==> src/rtl/param_tag_fifo_pkg.sv <==
// Shared defaults and sizing helpers for the tagged show-ahead FIFO.
// Imported by the interface, the storage array and the FIFO top.
package param_tag_pkg;

    localparam int DATA_WIDTH_DEF = 8;
    localparam int ID_WIDTH_DEF   = 4;
    localparam int DEPTH_DEF      = 8;

    // Occupancy runs 0..depth, so it needs one bit more than a pointer
    function automatic int level_width(input int depth);
        return $clog2(depth) + 1;
    endfunction

endpackage

==> src/rtl/param_tag_fifo_if.sv <==
// Producer/consumer handshake bundle for param_tag_fifo.
// The FIFO uses the slave modport; the driving side uses master.
interface param_tag_fifo_if
    import param_tag_pkg::*;
#(
    parameter int data_width = DATA_WIDTH_DEF,
    parameter int id_width   = ID_WIDTH_DEF,
    parameter int depth      = DEPTH_DEF
);
    localparam int lw = level_width(depth);

    logic                  in_valid;
    logic                  in_ready;
    logic [data_width-1:0] in_data;
    logic [id_width-1:0]   in_id;
    logic                  out_valid;
    logic                  out_ready;
    logic [data_width-1:0] out_data;
    logic [id_width-1:0]   out_id;
    logic [lw-1:0]         level;
    logic                  overflow;
    logic                  underflow;
    logic                  clr_err;

    modport master (
        output in_valid, in_data, in_id, out_ready, clr_err,
        input  in_ready, out_valid, out_data, out_id,
        input  level, overflow, underflow
    );

    modport slave (
        input  in_valid, in_data, in_id, out_ready, clr_err,
        output in_ready, out_valid, out_data, out_id,
        output level, overflow, underflow
    );

endinterface

==> src/rtl/param_tag_fifo_mem.sv <==
// Storage array: one synchronous write port, one asynchronous read port.
// Contents are intentionally not reset.
module param_tag_mem #(
    parameter  int width = 12,
    parameter  int depth = 8,
    localparam int aw    = $clog2(depth)
) (
    input  logic             clk,
    input  logic             we,
    input  logic [aw-1:0]    waddr,
    input  logic [width-1:0] wdata,
    input  logic [aw-1:0]    raddr,
    output logic [width-1:0] rdata
);

    logic [width-1:0] mem_q [depth];

    always_ff @(posedge clk) begin
        if (we) mem_q[waddr] <= wdata;
    end

    assign rdata = mem_q[raddr];

endmodule

==> src/rtl/param_tag_fifo.sv <==
// Show-ahead (data, id) FIFO feeding the downstream data/id stage.
// Full/empty come from the occupancy counter; pointers wrap freely.
module param_tag_fifo
    import param_tag_pkg::*;
#(
    parameter  int data_width = DATA_WIDTH_DEF,
    parameter  int id_width   = ID_WIDTH_DEF,
    parameter  int depth      = DEPTH_DEF,
    localparam int addr_width = $clog2(depth)
) (
    input logic              clk,
    input logic              rst,
    param_tag_fifo_if.slave  bus
);

    localparam int lw = level_width(depth);
    localparam int ew = data_width + id_width;

    logic [addr_width-1:0] wr_ptr_q, wr_ptr_d;
    logic [addr_width-1:0] rd_ptr_q, rd_ptr_d;
    logic [lw-1:0]         level_q, level_d;
    logic                  overflow_q, overflow_d;
    logic                  underflow_q, underflow_d;

    logic          full;
    logic          empty;
    logic          push;
    logic          pop;
    logic [ew-1:0] wdata;
    logic [ew-1:0] rdata;

    assign full  = (level_q == lw'(depth));
    assign empty = (level_q == '0);
    assign push  = bus.in_valid && !full;
    assign pop   = bus.out_ready && !empty;
    assign wdata = {bus.in_data, bus.in_id};

    param_tag_mem #(
        .width (ew),
        .depth (depth)
    ) u_mem (
        .clk   (clk),
        .we    (push),
        .waddr (wr_ptr_q),
        .wdata (wdata),
        .raddr (rd_ptr_q),
        .rdata (rdata)
    );

    always_comb begin
        wr_ptr_d    = wr_ptr_q;
        rd_ptr_d    = rd_ptr_q;
        level_d     = level_q;
        overflow_d  = overflow_q && !bus.clr_err;
        underflow_d = underflow_q && !bus.clr_err;

        if (push) wr_ptr_d = wr_ptr_q + addr_width'(1);
        if (pop)  rd_ptr_d = rd_ptr_q + addr_width'(1);

        unique case ({push, pop})
            2'b10:   level_d = level_q + lw'(1);
            2'b01:   level_d = level_q - lw'(1);
            default: level_d = level_q;
        endcase

        // A new error event in the clearing cycle keeps the flag set
        if (bus.in_valid && full)   overflow_d  = 1'b1;
        if (bus.out_ready && empty) underflow_d = 1'b1;
    end

    always_ff @(posedge clk or posedge rst) begin
        if (rst) begin
            wr_ptr_q    <= '0;
            rd_ptr_q    <= '0;
            level_q     <= '0;
            overflow_q  <= 1'b0;
            underflow_q <= 1'b0;
        end else begin
            wr_ptr_q    <= wr_ptr_d;
            rd_ptr_q    <= rd_ptr_d;
            level_q     <= level_d;
            overflow_q  <= overflow_d;
            underflow_q <= underflow_d;
        end
    end

    assign bus.in_ready  = !full;
    assign bus.out_valid = !empty;
    assign bus.out_data  = empty ? '0 : rdata[ew-1:id_width];
    assign bus.out_id    = empty ? '0 : rdata[id_width-1:0];
    assign bus.level     = level_q;
    assign bus.overflow  = overflow_q;
    assign bus.underflow = underflow_q;

endmodule

==> src/flat_wrapper.sv <==
// flat-port wrapper written by rule: the top's interface ports become plain ports
module param_tag_fifo_flat import param_tag_pkg::*;
#(
    parameter  int data_width = DATA_WIDTH_DEF,
    parameter  int id_width   = ID_WIDTH_DEF,
    parameter  int depth      = DEPTH_DEF,
    localparam int addr_width = $clog2(depth)
)
  (clk, rst, bus_in_valid, bus_in_data, bus_in_id, bus_out_ready, bus_clr_err, bus_in_ready, bus_out_valid, bus_out_data, bus_out_id, bus_level, bus_overflow, bus_underflow);
  param_tag_fifo_if #(.data_width(data_width), .id_width(id_width), .depth(depth)) bus_i ();
  input logic clk;
  input logic rst;
  input wire logic [$bits(bus_i.in_valid)-1:0] bus_in_valid;
  input wire logic [$bits(bus_i.in_data)-1:0] bus_in_data;
  input wire logic [$bits(bus_i.in_id)-1:0] bus_in_id;
  input wire logic [$bits(bus_i.out_ready)-1:0] bus_out_ready;
  input wire logic [$bits(bus_i.clr_err)-1:0] bus_clr_err;
  output wire logic [$bits(bus_i.in_ready)-1:0] bus_in_ready;
  output wire logic [$bits(bus_i.out_valid)-1:0] bus_out_valid;
  output wire logic [$bits(bus_i.out_data)-1:0] bus_out_data;
  output wire logic [$bits(bus_i.out_id)-1:0] bus_out_id;
  output wire logic [$bits(bus_i.level)-1:0] bus_level;
  output wire logic [$bits(bus_i.overflow)-1:0] bus_overflow;
  output wire logic [$bits(bus_i.underflow)-1:0] bus_underflow;
  assign bus_i.in_valid = bus_in_valid;
  assign bus_i.in_data = bus_in_data;
  assign bus_i.in_id = bus_in_id;
  assign bus_i.out_ready = bus_out_ready;
  assign bus_i.clr_err = bus_clr_err;
  assign bus_in_ready = bus_i.in_ready;
  assign bus_out_valid = bus_i.out_valid;
  assign bus_out_data = bus_i.out_data;
  assign bus_out_id = bus_i.out_id;
  assign bus_level = bus_i.level;
  assign bus_overflow = bus_i.overflow;
  assign bus_underflow = bus_i.underflow;
  param_tag_fifo #(.data_width(data_width), .id_width(id_width), .depth(depth)) u_core (.clk(clk), .rst(rst), .bus(bus_i));
endmodule
==> config.mk <==
export PLATFORM = sky130hd
export DESIGN_NAME = param_tag_fifo_flat
export DESIGN_NICKNAME = d
export VERILOG_FILES = /design/src/rtl/param_tag_fifo_pkg.sv /design/src/rtl/param_tag_fifo_if.sv /design/src/rtl/param_tag_fifo_mem.sv /design/src/rtl/param_tag_fifo.sv /design/src/flat_wrapper.sv
export SDC_FILE = /design/constraint.sdc
export NUM_CORES = 1
export LEC_CHECK = 0
export ABC_AREA = 1
export CORE_MARGIN = 1
export CORE_UTILIZATION = 46
export CTS_BUF_LIST = sky130_fd_sc_hd__clkbuf_16
export DETAILED_ROUTE_END_ITERATION = 6
export PLACE_DENSITY = 0.65
export RECOVER_POWER = 100
export SLEW_MARGIN = 30
export SYNTH_ARGS = -nofsm -noshare
export SYNTH_HDL_FRONTEND = slang
export SYNTH_HIERARCHICAL = 1
export SYNTH_SLANG_ARGS = --single-unit
export TNS_END_PERCENT = 50
==> constraint.sdc <==
create_clock -name clk -period 3.5 [get_ports clk]
set_input_delay 0.35 -clock clk [delete_from_list [all_inputs] [get_ports clk]]
set_output_delay 0.35 -clock clk [all_outputs]
set_load 0.01 [all_outputs]
==> flow_summary.yaml, run 1 <==
sta:
  tightestPinTransition_ns: 0.9924
  setup_tns_ns: 0
  hold_viol_final: 0
  fin_crit_sh: 0.8183
  finClkSkew_ns: 0.006571
  slew-limit-headroom: 0.3384
  hold_ws_ns: 0.4579
  fin_crit_ns: 2.864
  rsz0062_at_grt: "no"
  drv_slew: 0
  setup_ws_ns: 0.6359
  fmax_mhz: 349.2
  setup_viol: 0
power:
  p_leak_nw: 2.610
  peakVddDrop_v: 0.0004844
  powerDensity_nw_per_um2: 810.8
placement:
  hpwl_mm: 5.942
  gp_congestion: 0.7624
  dpl_cell_area_um2: 5488
  place_ws_ns: 1.019
  portBuffers: 36
global_route:
  track_usage: 0.1870
  first_global_vias: 3162
  antenna_found_initial: 0
  grt_max_degree: 51
  grt.overflow.total: 0
  grt_pass1_wl_mm: 15.86
clocking:
  cts_setup_buffers: 0
  cts_tree: "built"
  clk_path_buf_depth: 2
  cts-resized-gates: 0
  cts_hold_buf: 0
  ctsHtreeMaxLevel: 3
  root_buffer: "clkbuf_16"
  clkTransAtPathRegs_ns: 0.06
  cts_made_buffers: 9
  clk_latency_ns: 0.34
  clock-sinks: 108
synthesis:
  syn_avg_cell_area_um2: 9.388
  synthCells: 531
  ys_seq_area_frac: 0.6386
  yosysUniqueCellTypes: 23
  synth-seq-cells: 108
  synth_nets: 553
  syn_area_um2: 4985
  yosysWarnings: 6
setup_path:
  arrival_ns: 2.51
  crit_family: "buffers and inverters"
  required_ns: 3.15
  crit_fanout: 24
  crit_top_cell: "nand2_1"
  start_kind: "register"
  r2r_cells: 7
  ff2ff_setup_slack_ns: 0.98
  cp_num_buf_inv: 3
  cp_slowest_stage_delay_ns: 0.63
  worstSetupEndpointType: "output port"
  path_class: "reg2out"
  rr_endpoint: "u_core/u_mem/mem_q[4][4]"
  path_cells: "inv_2 > nand3_1 > nand2_1 > nand2_1 > nand2_1 > inv_1 > nor2_1 > dlygate4sd3_1"
  r2r_start: "u_core/bus.level[0]"
  crit_slowest_cell: "dlygate4sd3_1"
die:
  die_h_um: 106.1
  rows: 37
  die_area_um2: 11260
  ios: 37
  core_area_um2: 10420
  die_w_um: 106.1
  start_util: 0.4786
route:
  drt_pass1_iterations: 4
  vias: 3312
  wl_per_cell_um: 13.61
  drc: 0
  postRouteAntennaNets: 0
  drt_wl_total_mm: 9.664
  viasPerCell: 4.665
  drtIter0Drc: 171
final_layout:
  fillers: 966
  num-nets-final: 592
  utilization: 0.5517
  synthToLayoutAreaGrowth_pct: 15.29
  fin_area_um2: 5747
  final_cell_mix: "nand2_1, edfxtp_1, inv_1"
  final_common_cell: "nand2_1"
  drive_gt1_frac: 0.05749
  diodes: 0
worst_hold_path:
  hold_path.class: "in2async"
flow_run:
  cap_violations: 0
status:
  status: "finished clean"
-- kinds of logic (layout without fill, tap and decap cells) --
group | Yosys count | in the layout | synth area share
simple gates | 262 | 262 | 0.2154
buf+inv | 144 | 187 | 0.1160
flops | 108 | 108 | 0.6386
xor+xnor | 7 | 7 | 0.01230
fa+ha+maj | 5 | 5 | 0.01255
compound gates | 5 | 5 | 0.005270
-- metrics by stage --
stage	cells	total power, mW
CTS	710	4.814
global route	710	5.024
global placement	695	3.737
detailed placement	695	3.770
finish	710	4.659
floorplan	531	3.080
-- worst max path at each step --
stage / startpoint / end / slack (ns) / cells past startpoint
final: u_core/rd_ptr_q[1] / bus_out_id[3] / 0.64 / 8
after global routing: u_core/rd_ptr_q[0] / bus_out_id[3] / 0.42 / 9
after CTS: u_core/rd_ptr_q[1] / bus_out_id[3] / 0.64 / 8
after detailed placement: u_core/rd_ptr_q[1] / bus_out_id[3] / 1.02 / 8
after global placement: u_core/rd_ptr_q[1] / bus_out_id[3] / 1.07 / 8
after floorplan: u_core/bus.level[0] / u_core/bus.level[2] / 1.61 / 11
-- area by class of cell --
type	instances	area (um^2)	share of cell area
Timing Repair Buffer	46	405.4	0.07054
Tap cell	136	170.2	0.02961
Clock inverter	6	82.58	0.01437
Inverter	126	474.2	0.08252
Clock buffer	9	225.2	0.03919
Multi-Input combinational cell	279	1206	0.2099
Sequential cell	108	3183	0.5539
-- sequential cells by signal, indices dropped and copies added (netlist names) --
signal / cells
u_core/u_mem/mem_q: 96
u_core/bus.level: 4
u_core/rd_ptr_q: 3
u_core/wr_ptr_q: 3
u_core/bus.overflow: 1
u_core/bus.underflow: 1
-- cell usage after synthesis --
master / count / area [um^2]
nand3_1: 51 / 255.2
clkinv_1: 19 / 71.32
ha_1: 5 / 62.56
edfxtp_1: 96 / 2883
o21ai_0: 3 / 15.01
inv_4: 1 / 6.260
nor2_2: 2 / 12.51
nand3_2: 1 / 10.01
inv_2: 14 / 52.55
buf_2: 10 / 50.05
clkbuf_1: 3 / 11.26
xnor2_1: 6 / 52.55
inv_1: 92 / 345.3
xor2_1: 1 / 8.760
buf_4: 4 / 30.03
nand2_2: 3 / 18.77
a21oi_1: 1 / 5.000
nand2_4: 1 / 11.26
nand2_1: 182 / 683.2
o22ai_1: 1 / 6.260
nor2_1: 22 / 82.58
dfrtp_1: 12 / 300.3
buf_6: 1 / 11.26
-- per-layer routing --
layer | global-route usage | up-vias | part of all wire
met2 | 0.3182 | 59 | 0.50
met1 | 0.2430 | 1549 | 0.45
li1 | - | 1694 | -
met3 | 0.03617 | 10 | 0.039
met5 | 0 | - | 0
met4 | 0.05357 | 0 | 0.0097
-- report_power, final --
part           internal [mW]  total [mW]  switching, mW
sequential              1.65        1.80          0.151
clock                  0.618        1.04          0.420
combinational          0.698        1.82           1.12
Power figures use the tool's default switching activity.
==> run 2, diff against run 1 <==
--- a/config.mk
+++ b/config.mk
@@ -10,7 +10,7 @@
 export CORE_UTILIZATION = 46
 export CTS_BUF_LIST = sky130_fd_sc_hd__clkbuf_16
 export DETAILED_ROUTE_END_ITERATION = 6
-export PLACE_DENSITY = 0.65
+export PLACE_DENSITY = 0.68
 export RECOVER_POWER = 100
 export SLEW_MARGIN = 30
 export SYNTH_ARGS = -nofsm -noshare
==> constraint.sdc (replaced) <==
create_clock -name clk -period 2.55 [get_ports clk]
set_input_delay 0.255 -clock clk [delete_from_list [all_inputs] [get_ports clk]]
set_output_delay 0.255 -clock clk [all_outputs]
set_load 0.01 [all_outputs]
==> flow_summary.yaml, run 2 (synthesis gave the netlist of run 1 again) <==
final_layout:
  utilization: 0.5538
  largest_reg_flops: 96
  final_cell_mix: "nand2_1, edfxtp_1, inv_1"
  top_register: "u_core/u_mem/mem_q"
  final_common_cell: "nand2_1"
  fillers: 936
  synthToLayoutAreaGrowth_pct: 15.71
  drive_gt1_frac: 0.07376
  diodes: 0
  num-nets-final: 601
  fin_area_um2: 5768
power:
  peakVddDrop_v: 0.0005439
  p_leak_nw: 2.624
  powerDensity_nw_per_um2: 1115
sta:
  hold_viol_final: 0
  fmax_mhz: 416.4
  drv_slew: 0
  slew-limit-headroom: 0.6285
  finClkSkew_ns: 0.01222
  fin_crit_ns: 2.402
  rsz0062_at_grt: "no"
  setup_tns_ns: 0
  fin_crit_sh: 0.9418
  tightestPinTransition_ns: 0.5566
  setup_viol: 0
  setup_ws_ns: 0.1485
clocking:
  clkTransAtPathRegs_ns: 0.06
  cts-resized-gates: 1
  clk_latency_ns: 0.35
  cts_hold_buf: 0
  cts_tree: "built"
  cts_setup_buffers: 0
  clk_path_buf_depth: 2
  ctsHtreeMaxLevel: 3
  cts_made_buffers: 9
  root_buffer: "clkbuf_16"
  clock-sinks: 108
global_route:
  first_global_vias: 3159
  grt.overflow.total: 0
  antenna_found_initial: 0
  grt_max_degree: 49
  grt_pass1_wl_mm: 15.95
  track_usage: 0.1889
die:
  die_h_um: 106.1
  core_area_um2: 10420
  die_area_um2: 11260
  start_util: 0.4786
  die_w_um: 106.1
  ios: 37
  rows: 37
route:
  drt_wl_total_mm: 9.928
  drtIter0Drc: 201
  drc: 0
  wl_per_cell_um: 13.81
  vias: 3395
  postRouteAntennaNets: 0
  viasPerCell: 4.722
  drt_pass1_iterations: 4
worst_hold_path:
  hold_path.class: "in2async"
setup_path:
  ff2ff_setup_slack_ns: 0.36
  required_ns: 2.30
  r2r_start: "u_core/bus.level[2]"
  startpoint: "u_core/rd_ptr_q[0]"
  start_kind: "register"
  r2r_cells: 7
  cp-endpoint: "bus_out_data[0]"
  worstSetupEndpointType: "output port"
  rr_endpoint: "u_core/u_mem/mem_q[1][3]"
  crit_fanout: 48
  arrival_ns: 2.15
  path_class: "reg2out"
placement:
  portBuffers: 36
  gp_congestion: 0.7878
  place_ws_ns: 0.3000
  dpl_cell_area_um2: 5555
  hpwl_mm: 6.300
status:
  status: "finished clean"
flow_run:
  cap_violations: 0
[run 2: routing by layer]
metal	vias up	global-route usage	part of all wire
li1	1720	-	-
met1	1578	0.2472	0.45
met2	86	0.3145	0.48
met3	11	0.03495	0.056
met4	0	0.06746	0.013
met5	-	0	0
[run 2: area by class of cell]
type	instances	area (um^2)	area share
Sequential cell	108	3183	0.5518
Timing Repair Buffer	55	456.7	0.07918
Multi-Input combinational cell	279	1206	0.2091
Clock inverter	6	48.80	0.008460
Tap cell	136	170.2	0.02950
Clock buffer	9	225.2	0.03905
Inverter	126	478.0	0.08286
[run 2: worst min path at each step]
stage                          endpoint                start
floorplan           u_core/bus.level[0]                  rst
global placement    u_core/bus.overflow  u_core/bus.overflow
detailed placement  u_core/bus.overflow  u_core/bus.overflow
CTS                  u_core/rd_ptr_q[2]                  rst
global route        u_core/bus.level[0]                  rst
finish              u_core/bus.level[0]                  rst
[run 2: power by group]
part	switching, mW	leakage [nW]	internal (mW)	total, mW
Sequential	0.153	1.02	2.26	2.41
Clock	0.627	0.136	0.668	1.29
Combinational	1.66	1.47	1.06	2.72
[run 2: critical path, stage by stage (launching register included)]
cell and delay, ns:
dfrtp_1 0.42, inv_4 0.37, nand2_1 0.11, nand3_1 0.10, nand2_1 0.06, nand2_1 0.06, nand2_1 0.06, inv_1 0.06
nor2_1 0.04, clkdlybuf4s50_1 0.48
[run 2: stage by stage]
stage | hold slack [ns] | instances | total power, mW
6_report | 0.3612 | 719 | 6.430
5_1_grt | 0.4002 | 719 | 6.888
4_1_cts | 0.2432 | 719 | 6.556
3_5_place_dp | 0.5271 | 704 | 5.260
3_3_place_gp | 0.5177 | 704 | 5.194
2_1_floorplan | 0.1197 | 531 | 4.227
==> run 3, diff against run 2 <==
--- a/config.mk
+++ b/config.mk
@@ -7,10 +7,9 @@
 export LEC_CHECK = 0
 export ABC_AREA = 1
 export CORE_MARGIN = 1
-export CORE_UTILIZATION = 46
+export CORE_UTILIZATION = 35
 export CTS_BUF_LIST = sky130_fd_sc_hd__clkbuf_16
 export DETAILED_ROUTE_END_ITERATION = 6
-export PLACE_DENSITY = 0.68
 export RECOVER_POWER = 100
 export SLEW_MARGIN = 30
 export SYNTH_ARGS = -nofsm -noshare
==> flow_summary.yaml, run 3 (synthesis gave the netlist of run 1 again) <==
status:
  status: "finished clean"
clocking:
  root_buffer: "clkbuf_16"
  clock-sinks: 108
  clk_path_buf_depth: 2
  cts_setup_buffers: 0
  cts_hold_buf: 0
  cts_made_buffers: 9
  clkTransAtPathRegs_ns: 0.07
  clk_latency_ns: 0.34
  cts_tree: "built"
  ctsHtreeMaxLevel: 3
final_layout:
  num-nets-final: 597
  final_common_cell: "nand2_1"
  drive_gt1_frac: 0.08103
  fillers: 1351
  final_cell_mix: "nand2_1, edfxtp_1, inv_1"
  diodes: 0
  synthToLayoutAreaGrowth_pct: 17.02
  top_register: "u_core/u_mem/mem_q"
  largest_reg_flops: 96
  fin_area_um2: 5833
power:
  p_leak_nw: 2.638
  powerDensity_nw_per_um2: 1097
  peakVddDrop_v: 0.0003963
sta:
  setup_viol: 0
  fin_crit_sh: 0.9438
  drv_slew: 0
  setup_tns_ns: 0
  rsz0062_at_grt: "yes"
  hold_viol_final: 0
  fin_crit_ns: 2.407
  finClkSkew_ns: 0.004923
  slew-limit-headroom: 0.6214
  fmax_mhz: 415.5
  tightestPinTransition_ns: 0.5673
die:
  die_w_um: 121.3
  rows: 43
  core_area_um2: 13880
  start_util: 0.3591
  die_area_um2: 14720
  ios: 37
  die_h_um: 121.3
placement:
  gp_congestion: 0.7831
  portBuffers: 36
  dpl_cell_area_um2: 5580
  hpwl_mm: 6.361
setup_path:
  crit_fanout: 48
  crit_top_cell: "nand2_1"
  cp_slowest_stage_delay_ns: 0.49
  required_ns: 2.30
  cp-endpoint: "bus_out_id[0]"
  path_cells: "inv_4 > nand2_1 > nand3_1 > nand2_1 > nand2_1 > nand2_1 > inv_1 > nor2_1 > clkdlybuf4s50_1"
  r2r_start: "u_core/bus.level[0]"
  crit_slowest_cell: "clkdlybuf4s50_1"
  r2r_cells: 11
  worstSetupEndpointType: "output port"
  rr_endpoint: "u_core/bus.level[2]"
  arrival_ns: 2.15
  ff2ff_setup_slack_ns: 0.47
  startpoint: "u_core/rd_ptr_q[0]"
  path_class: "reg2out"
  start_kind: "register"
route:
  postRouteAntennaNets: 0
  wl_per_cell_um: 13.18
  vias: 3332
  drc: 0
  drtIter0Drc: 190
  drt_pass1_iterations: 5
  drt_wl_total_mm: 10.02
  viasPerCell: 4.384
global_route:
  grt_pass1_wl_mm: 16.27
  antenna_found_initial: 0
  grt.overflow.total: 0
  first_global_vias: 3189
  track_usage: 0.1481
  grt_max_degree: 49
worst_hold_path:
  hold_path.class: "in2async"
flow_run:
  cap_violations: 0
-- run 3: cell types whose count changed in the layout (fill, tap and decap cells not counted), moves of 2 or more --
cell / before / now
dlygate4sd3_1: 21 / 13
clkinv_4: 3 / 1
buf_4: 5 / 15
clkdlybuf4s50_1: 15 / 23
clkbuf_2: 5 / 0
clkbuf_1: 9 / 0
-- run 3: how the worst min path moves through the flow --
stage                            to  slack, ns  cells after the start
2_1_floorplan   u_core/bus.level[0]       0.12                      1
3_3_place_gp     u_core/wr_ptr_q[0]       0.51                      1
3_5_place_dp    u_core/bus.overflow       0.53                      2
4_1_cts        u_core/bus.underflow       0.25                      2
5_1_grt        u_core/bus.underflow       0.41                      2
6_report       u_core/bus.underflow       0.37                      2
-- run 3: layer usage --
| metal | global-route usage | share of wire | vias up |
|---|---|---|---|
| met2 | 0.2528 | 0.49 | 90 |
| met5 | 0 | 0 | - |
| met3 | 0.02303 | 0.069 | 2 |
| met4 | 0.04938 | 0.0056 | 0 |
| met1 | 0.1908 | 0.44 | 1536 |
| li1 | - | - | 1704 |
-- run 3: area by class of cell --
type	instances	area, um^2	area share
Sequential cell	108	3183	0.5457
Multi-Input combinational cell	279	1206	0.2068
Inverter	126	478.0	0.08194
Timing Repair Buffer	51	473.0	0.08108
Clock buffer	9	225.2	0.03861
Tap cell	180	225.2	0.03861
Clock inverter	7	42.54	0.007293
-- run 3: power by group --
group / leakage (nW) / switching [mW] / internal (mW)
registers: 1.02 / 0.146 / 2.26
logic: 1.48 / 1.64 / 1.10
clock network: 0.134 / 0.603 / 0.657
-- run 3: worst max-delay path, delay by kind of cell (launching register included) --
| kind | cells | cell delay, ns |
|---|---|---|
| and+or+nand+nor | 6 | 0.46 |
| DFF | 1 | 0.42 |
| buffers and inverters | 3 | 0.93 |
-- run 3: repair_timing --
| item | 4_1_cts | 5_1_grt |
|---|---|---|
| resized for setup | 1 | 1 |
| setup endpoints to repair | 12 | 2 |
| pin swaps | 0 | 0 |
-- run 3: per-stage QoR --
stage / power [mW] / hold slack [ns] / utilization / worst slack (ns) / cells
2_1_floorplan: 4.227 / 0.1197 / - / 0.6639 / 531
3_3_place_gp: 5.180 / 0.5144 / 0.4020 / 0.3522 / 744
3_5_place_dp: 5.228 / 0.5287 / 0.4020 / 0.2860 / 744
4_1_cts: 6.500 / 0.2453 / 0.4215 / 0.08103 / 760
5_1_grt: 6.878 / 0.4133 / 0.4202 / -0.01829 / 760
6_report: 6.398 / 0.3715 / 0.4202 / 0.1434 / 760
